File: config.mk
export PLATFORM = sky130hd
export DESIGN_NAME = mem_port_arbiter
export DESIGN_NICKNAME = d
export VERILOG_FILES = /design/src/rtl/mem_arb_pkg.sv /design/src/rtl/mem_port_arbiter.sv
export SDC_FILE = /design/constraint.sdc
export NUM_CORES = 1
export LEC_CHECK = 0
export ABC_CLOCK_PERIOD_IN_PS = 5100
export CORE_AREA = 2 2 104 106
export DETAILED_ROUTE_END_ITERATION = 8
export DIE_AREA = 0 0 106 108
export PLACE_DENSITY = 0.71
export SLEW_MARGIN = 10
export SYNTH_ARGS = -nofsm -noshare
export SYNTH_HDL_FRONTEND = slang
export SYNTH_SLANG_ARGS = --single-unit
File: constraint.sdc
create_clock -name clk -period 5.1 [get_ports clk]
set_input_delay 0.51 -clock clk [delete_from_list [all_inputs] [get_ports clk]]
set_output_delay 0.51 -clock clk [all_outputs]
set_load 0.01 [all_outputs]
File: src/rtl/mem_arb_pkg.sv
// Shared types and constants for the unified-memory port arbiter.
package mem_arb_pkg;

  typedef enum logic {ARB_IDLE, ARB_WAIT} arb_state_t;

  typedef enum logic [1:0] {OWN_NONE, OWN_IF, OWN_D} arb_owner_t;

  localparam int unsigned STREAK_W = 4;

endpackage

File: src/rtl/mem_port_arbiter.sv
// Arbitrates fetch and load/store ports onto one single-port memory, one transaction in flight.
// Optional performance counters are compiled in with `define ARB_PERF_CNT_EN.
module mem_port_arbiter
  import mem_arb_pkg::*;
#(
  parameter int unsigned ADDR_W       = 32,
  parameter int unsigned DATA_W       = 32,
  parameter int unsigned MAX_D_STREAK = 4
) (
  input  logic              clk,
  input  logic              reset,
  input  logic              if_req,
  input  logic [ADDR_W-1:0] if_addr,
  output logic              if_gnt,
  output logic              if_rvalid,
  output logic [DATA_W-1:0] if_rdata,
  input  logic              d_req,
  input  logic              d_we,
  input  logic [ADDR_W-1:0] d_addr,
  input  logic [DATA_W-1:0] d_wdata,
  output logic              d_gnt,
  output logic              d_rvalid,
  output logic [DATA_W-1:0] d_rdata,
  output logic              mem_req,
  output logic              mem_we,
  output logic [ADDR_W-1:0] mem_addr,
  output logic [DATA_W-1:0] mem_wdata,
  input  logic              mem_ready,
  input  logic              mem_rvalid,
  input  logic [DATA_W-1:0] mem_rdata
`ifdef ARB_PERF_CNT_EN
  ,
  output logic [31:0]       if_stall_cnt,
  output logic [31:0]       d_grant_cnt
`endif
);

  localparam logic [STREAK_W-1:0] MAX_S = STREAK_W'(MAX_D_STREAK);

  arb_state_t          state, state_nxt;
  arb_owner_t          owner, owner_nxt;
  logic [STREAK_W-1:0] streak, streak_nxt;
  logic                sel_if;

  always_ff @(posedge clk or posedge reset) begin
    if (reset) begin
      state  <= ARB_IDLE;
      owner  <= OWN_NONE;
      streak <= '0;
    end else begin
      state  <= state_nxt;
      owner  <= owner_nxt;
      streak <= streak_nxt;
    end
  end

  // Data has priority; fetch wins when data is absent or the streak limit is hit.
  assign sel_if = if_req && (!d_req || (streak == MAX_S));

  always_comb begin
    state_nxt  = state;
    owner_nxt  = owner;
    streak_nxt = streak;
    if_gnt     = 1'b0;
    if_rvalid  = 1'b0;
    if_rdata   = '0;
    d_gnt      = 1'b0;
    d_rvalid   = 1'b0;
    d_rdata    = '0;
    mem_req    = 1'b0;
    mem_we     = 1'b0;
    mem_addr   = '0;
    mem_wdata  = '0;

    // Outputs are held at zero for the whole reset pulse, not just until the next edge.
    if (!reset) begin
      case (state)
        ARB_IDLE: begin
          mem_req = if_req | d_req;
          if (mem_req) begin
            if (sel_if) begin
              mem_addr = if_addr;
            end else begin
              mem_we    = d_we;
              mem_addr  = d_addr;
              mem_wdata = d_wdata;
            end
            if (mem_ready) begin
              state_nxt = ARB_WAIT;
              if (sel_if) begin
                if_gnt     = 1'b1;
                owner_nxt  = OWN_IF;
                streak_nxt = '0;
              end else begin
                d_gnt     = 1'b1;
                owner_nxt = OWN_D;
                if (!if_req)
                  streak_nxt = '0;
                else if (streak != MAX_S)
                  streak_nxt = streak + STREAK_W'(1);
              end
            end
          end
        end
        ARB_WAIT: begin
          if (mem_rvalid) begin
            state_nxt = ARB_IDLE;
            owner_nxt = OWN_NONE;
            case (owner)
              OWN_IF: begin
                if_rvalid = 1'b1;
                if_rdata  = mem_rdata;
              end
              OWN_D: begin
                d_rvalid = 1'b1;
                d_rdata  = mem_rdata;
              end
              default: ;
            endcase
          end
        end
        default: state_nxt = ARB_IDLE;
      endcase
    end
  end

`ifdef ARB_PERF_CNT_EN
  always_ff @(posedge clk or posedge reset) begin
    if (reset) begin
      if_stall_cnt <= '0;
      d_grant_cnt  <= '0;
    end else begin
      if (if_req && !if_gnt)
        if_stall_cnt <= if_stall_cnt + 32'd1;
      if (d_gnt)
        d_grant_cnt <= d_grant_cnt + 32'd1;
    end
  end
`endif

endmodule

# Word level (Yosys, flattened, before mapping)

Cells that the tools add are included.

Bitwise gates (word level): 3
$add $sub $neg: 1
Multiplexer cells: 52
Equal/unequal tests: 8
Reduce and logical (&&, ||, !) cells: 5

Operators by type and width:

| cell                  | number |
|---|---|
| $mux W32              | 16 |
| $mux W1               | 27 |
| $mux W4               | 3 |
| $mux W2               | 4 |
| $ne A2 B2 Y1 const B  | 3 |
| $reduce_and A5 Y1     | 1 |
| $add A4 B1 Y4 const B | 1 |
| $eq A4 B3 Y1 const B  | 1 |
| $ne A4 B3 Y1 const B  | 1 |
| $pmux W2 S2           | 1 |
| $reduce_and A4 Y1     | 1 |
| $ne A3 B1 Y1 const B  | 1 |
| $eq A2 B1 Y1 const B  | 1 |
| $eq A2 B2 Y1 const B  | 1 |
| $not A1 Y1            | 2 |
| $pmux W1 S2           | 1 |
| $logic_and A1 B1 Y1   | 1 |
| $logic_not A1 Y1      | 1 |
| $logic_or A1 B1 Y1    | 1 |
| $or A1 B1 Y1          | 1 |

Output and inout port bits: 134
Register bits: 7
Bits of input ports: 135
Word-level logic and storage cells: 72

# Depth between registers and ports, before layout

Depth after elaboration: 8
Gate-level depth with buffers: 7
Gate-level depth less buffers: 6

# Least setup slack after synthesis

No wires, ideal clock.

Path kind: input -> output
Start: input reset
End: output if_rdata[22]
Path slack: 2823 ps
Data required time: 4590 ps
Buffers on the path: 1
Cell stages on the path: 5
Data arrival time: 1767 ps
Path through: inv_1 -> nand3_1 -> nor3b_1 -> clkbuf_1 -> and2_1

Word-level cells in the longest chain between the ends: 1

Ends and longest elaborated chain:

| item        | line                   | RTL |
|---|---|---|
| from (decl) | mem_port_arbiter.sv:11 | `input logic reset,` |
| $mux W32    | mem_port_arbiter.sv:76 | `if (!reset) begin` |
| to (decl)   | mem_port_arbiter.sv:16 | `output logic [DATA_W-1:0] if_rdata,` |

Every way passes these cells.

# Final worst setup path

Start: input reset
End: output mem_wdata[22]

Word-level cells in the longest chain between the ends: 1

Ends and longest elaborated chain:

| item      | line                   | RTL |
|---|---|---|
| $mux W32  | mem_port_arbiter.sv:76 |  |
| to (decl) | mem_port_arbiter.sv:27 | `output logic [DATA_W-1:0] mem_wdata,` |

Every way passes these cells.

==> results.txt <==
Status: completed
WHS: 513 ps
# clock sinks: 7
Max Cap Viol: 0
Register area share after synthesis: 12.0%
Post-route clock period utilization: 69.1%
Layout area overhead: 198%
Die area: 11,400 sq um
Gr ovfl total: 0
Area occupied by multi-input gates: 1220 sq um
Worst-path fanout max: 33
Via count: 2,581
Postcts setup bufs: 0
Detailed Routing Iterations Pass 1: 6
Fin crit period: 3520 ps
# DRC: 0
TritonCTS buffer count: 3
Syn Nets: 367
CTS tree: built
Fillers: 1,032
Post-cts sizing count: 0
Die Span X: 106 microns
Hold Path Class: reg2reg
Vert. Die Dim: 108 microns
Share of layout cells above drive strength 1: 3.08%
VDD IR max: 0.0000685 V
Routed Antenna Nets: 0
Initial Util: 14.3%
Critical path endpoint category: output pin
Startpoint class of the critical path: input port
Total GRT Usage: 14.6%
Fin nets: 625
Relative slew margins: 32.8%
RePlAce Congestion: 0.716
Core Area: 10,200 sq um
Number of global-route vias before repair: 2,568
Leakage: 1.65 nW
Clk_lat worst skew: 230 ps
H-tree depth: 1
Final hold violation count: 0
Global-route wire length before repair: 13.3 mm
Final slew viol count: 0
PwrDens: 107 nW/um^2
Critical path class: in2out
Port Buf Inserts: 268
Num rows: 37
Via/cell ratio: 4.14
Final setup fails: 0
Routed WL: 9.21 mm
CTS Hold Bufs: 0
Ys Warns: 0
Setup_tns: 0 ps
Routed len/inst: 14.8 microns
Synthesized cell area: 1460 sq um
Clk_skew: 2.99 ps
Number of synthesized register bits: 7
RSZ-0062 raised after global routing: no
FF+latch area: 175 sq um
Measured slew at the worst slew-check pin: 1000 ps
Gate Count Post-Synth: 230
Largest net degree at the start of global routing: 35
Clock buffer depth: 2
Worst Path Arrival: 3010 ps
Synth cell types: 23
# IOs: 269
Required time worst endpoint: 4590 ps
Initial DRC Count: 106
Root Driver: clkbuf_8
Post-DP HPWL: 7.90 mm
Initial antenna violation count: 2
F_max: 284 MHz
Syn_area_per_cell: 6.35 sq um
CTS clock-pin slew for the worst setup and hold paths: 40 ps
registers in the layout, summed over array words and instances, names as in the netlist:
| signal | cells |
|---|---|
| streak | 4 |
| state | 1 |
| owner | 2 |
cell type report:
type | count | area share, %
timing repair buffer | 273 | 62.5
sequential | 7 | 4.02
antenna | 1 | 0.0575
tap | 136 | 3.91
multi-input combinational | 198 | 28.1
clock buffer | 4 | 1.03
inverter | 5 | 0.431
final timing paths:
| kind | from | endpoint | slack [ps] | cells past startpoint |
|---|---|---|---|---|
| max | reset | mem_wdata[22] | 1580 | 7 |
| min | streak[3] | streak[3] | 510 | 1 |
| max reg2reg | state | streak[3] | 2670 | 4 |
| min reg2reg | streak[3] | streak[3] | 510 | 1 |
| max in group asynchronous | reset | state | 4300 | 2 |
| min in group asynchronous | reset | streak[1] | 570 | 2 |
power breakdown:
group / switching, mW / internal (mW) / total [mW] / leakage [nW]
clock network: 0.0246 / 0.0541 / 0.0787 / 0.0228
registers: 0.00738 / 0.0636 / 0.0710 / 0.0931
logic: 0.116 / 0.198 / 0.314 / 1.54
total: 0.148 / 0.316 / 0.464 / 1.65
cells in the mapped netlist (all sizes together):
| library cell | n | area [sq um] |
|---|---|---|
| and2 | 97 | 607 |
| nor2 | 36 | 135 |
| a22oi | 32 | 240 |
| clkbuf | 19 | 71.3 |
| dfrtp | 7 | 175 |
| o21ai | 7 | 35.0 |
| nand2 | 6 | 22.5 |
| inv | 5 | 18.8 |
| nand3 | 3 | 15.0 |
| a21boi | 2 | 15.0 |
| ha | 2 | 25.0 |
| nor3 | 2 | 10.0 |
| nor3b | 2 | 15.0 |
| a31o | 1 | 8.76 |
| and3b | 1 | 8.76 |
| buf | 1 | 5.00 |
| nand2b | 1 | 6.26 |
| nand3b | 1 | 7.51 |
| nor2b | 1 | 6.26 |
| o31ai | 1 | 7.51 |
| or2 | 1 | 6.26 |
| or3 | 1 | 11.3 |
| or3b | 1 | 8.76 |
cell families after synthesis:
| logic type | Yosys count | share of synthesized area [%] |
|---|---|---|
| and+or+nand+nor | 153 | 58.8 |
| buffers and inverters | 25 | 6.51 |
| DFF | 7 | 12.0 |
| adders and majority gates | 2 | 1.71 |
| AOI/OAI and AO/OA | 43 | 21.0 |
critical path: stages:
cell             delay [ps]
clkdlybuf4s50_1         430
or2_1                   530
buf_4                   330
nor3_2                  170
buf_4                   290
and2_1                  180
clkdlybuf4s50_1         560
placed cells by master (no fill, tap or decap), types with 2 or more instances in the layout:
| cell type | synthesis | final |
|---|---|---|
| clkbuf_8 | 0 | 3 |
| clkdlybuf4s50_1 | 0 | 268 |
| nor3b_2 | 0 | 2 |
| buf_4 | 0 | 5 |
| dfrtp_1 | 7 | 7 |
| nor2_1 | 36 | 36 |
| and2_1 | 97 | 97 |
| inv_1 | 5 | 5 |
| a22oi_1 | 32 | 32 |
| o21ai_0 | 7 | 7 |
| nand3_1 | 3 | 3 |
| ha_1 | 2 | 2 |
| nand2_1 | 6 | 6 |
metal layers:
metal	vias to the layer above	wire length, microns	GRT usage, %	part of all wire [%]
met5	-	9	0	0.098
met4	2	53	2.63	0.58
met3	8	962	4.64	10
met2	165	5020	29.8	54
met1	1135	3170	14.4	34
li1	1271	-	-	-
through the flow:
step                utilization [%]  cell area (sq um)  cells  setup slack, ps  power [mW]
finish                         42.5               4350    624             1580       0.464
detailed placement             42.1               4310    619             1550       0.389
floorplan                         -               1460    230             2820       0.174
global route                   42.5               4350    623             1420       0.495
CTS                            42.5               4350    623             1550       0.470
global placement               42.1               4310    619             1630       0.382
No activity file was read; power rests on OpenSTA's default activity.
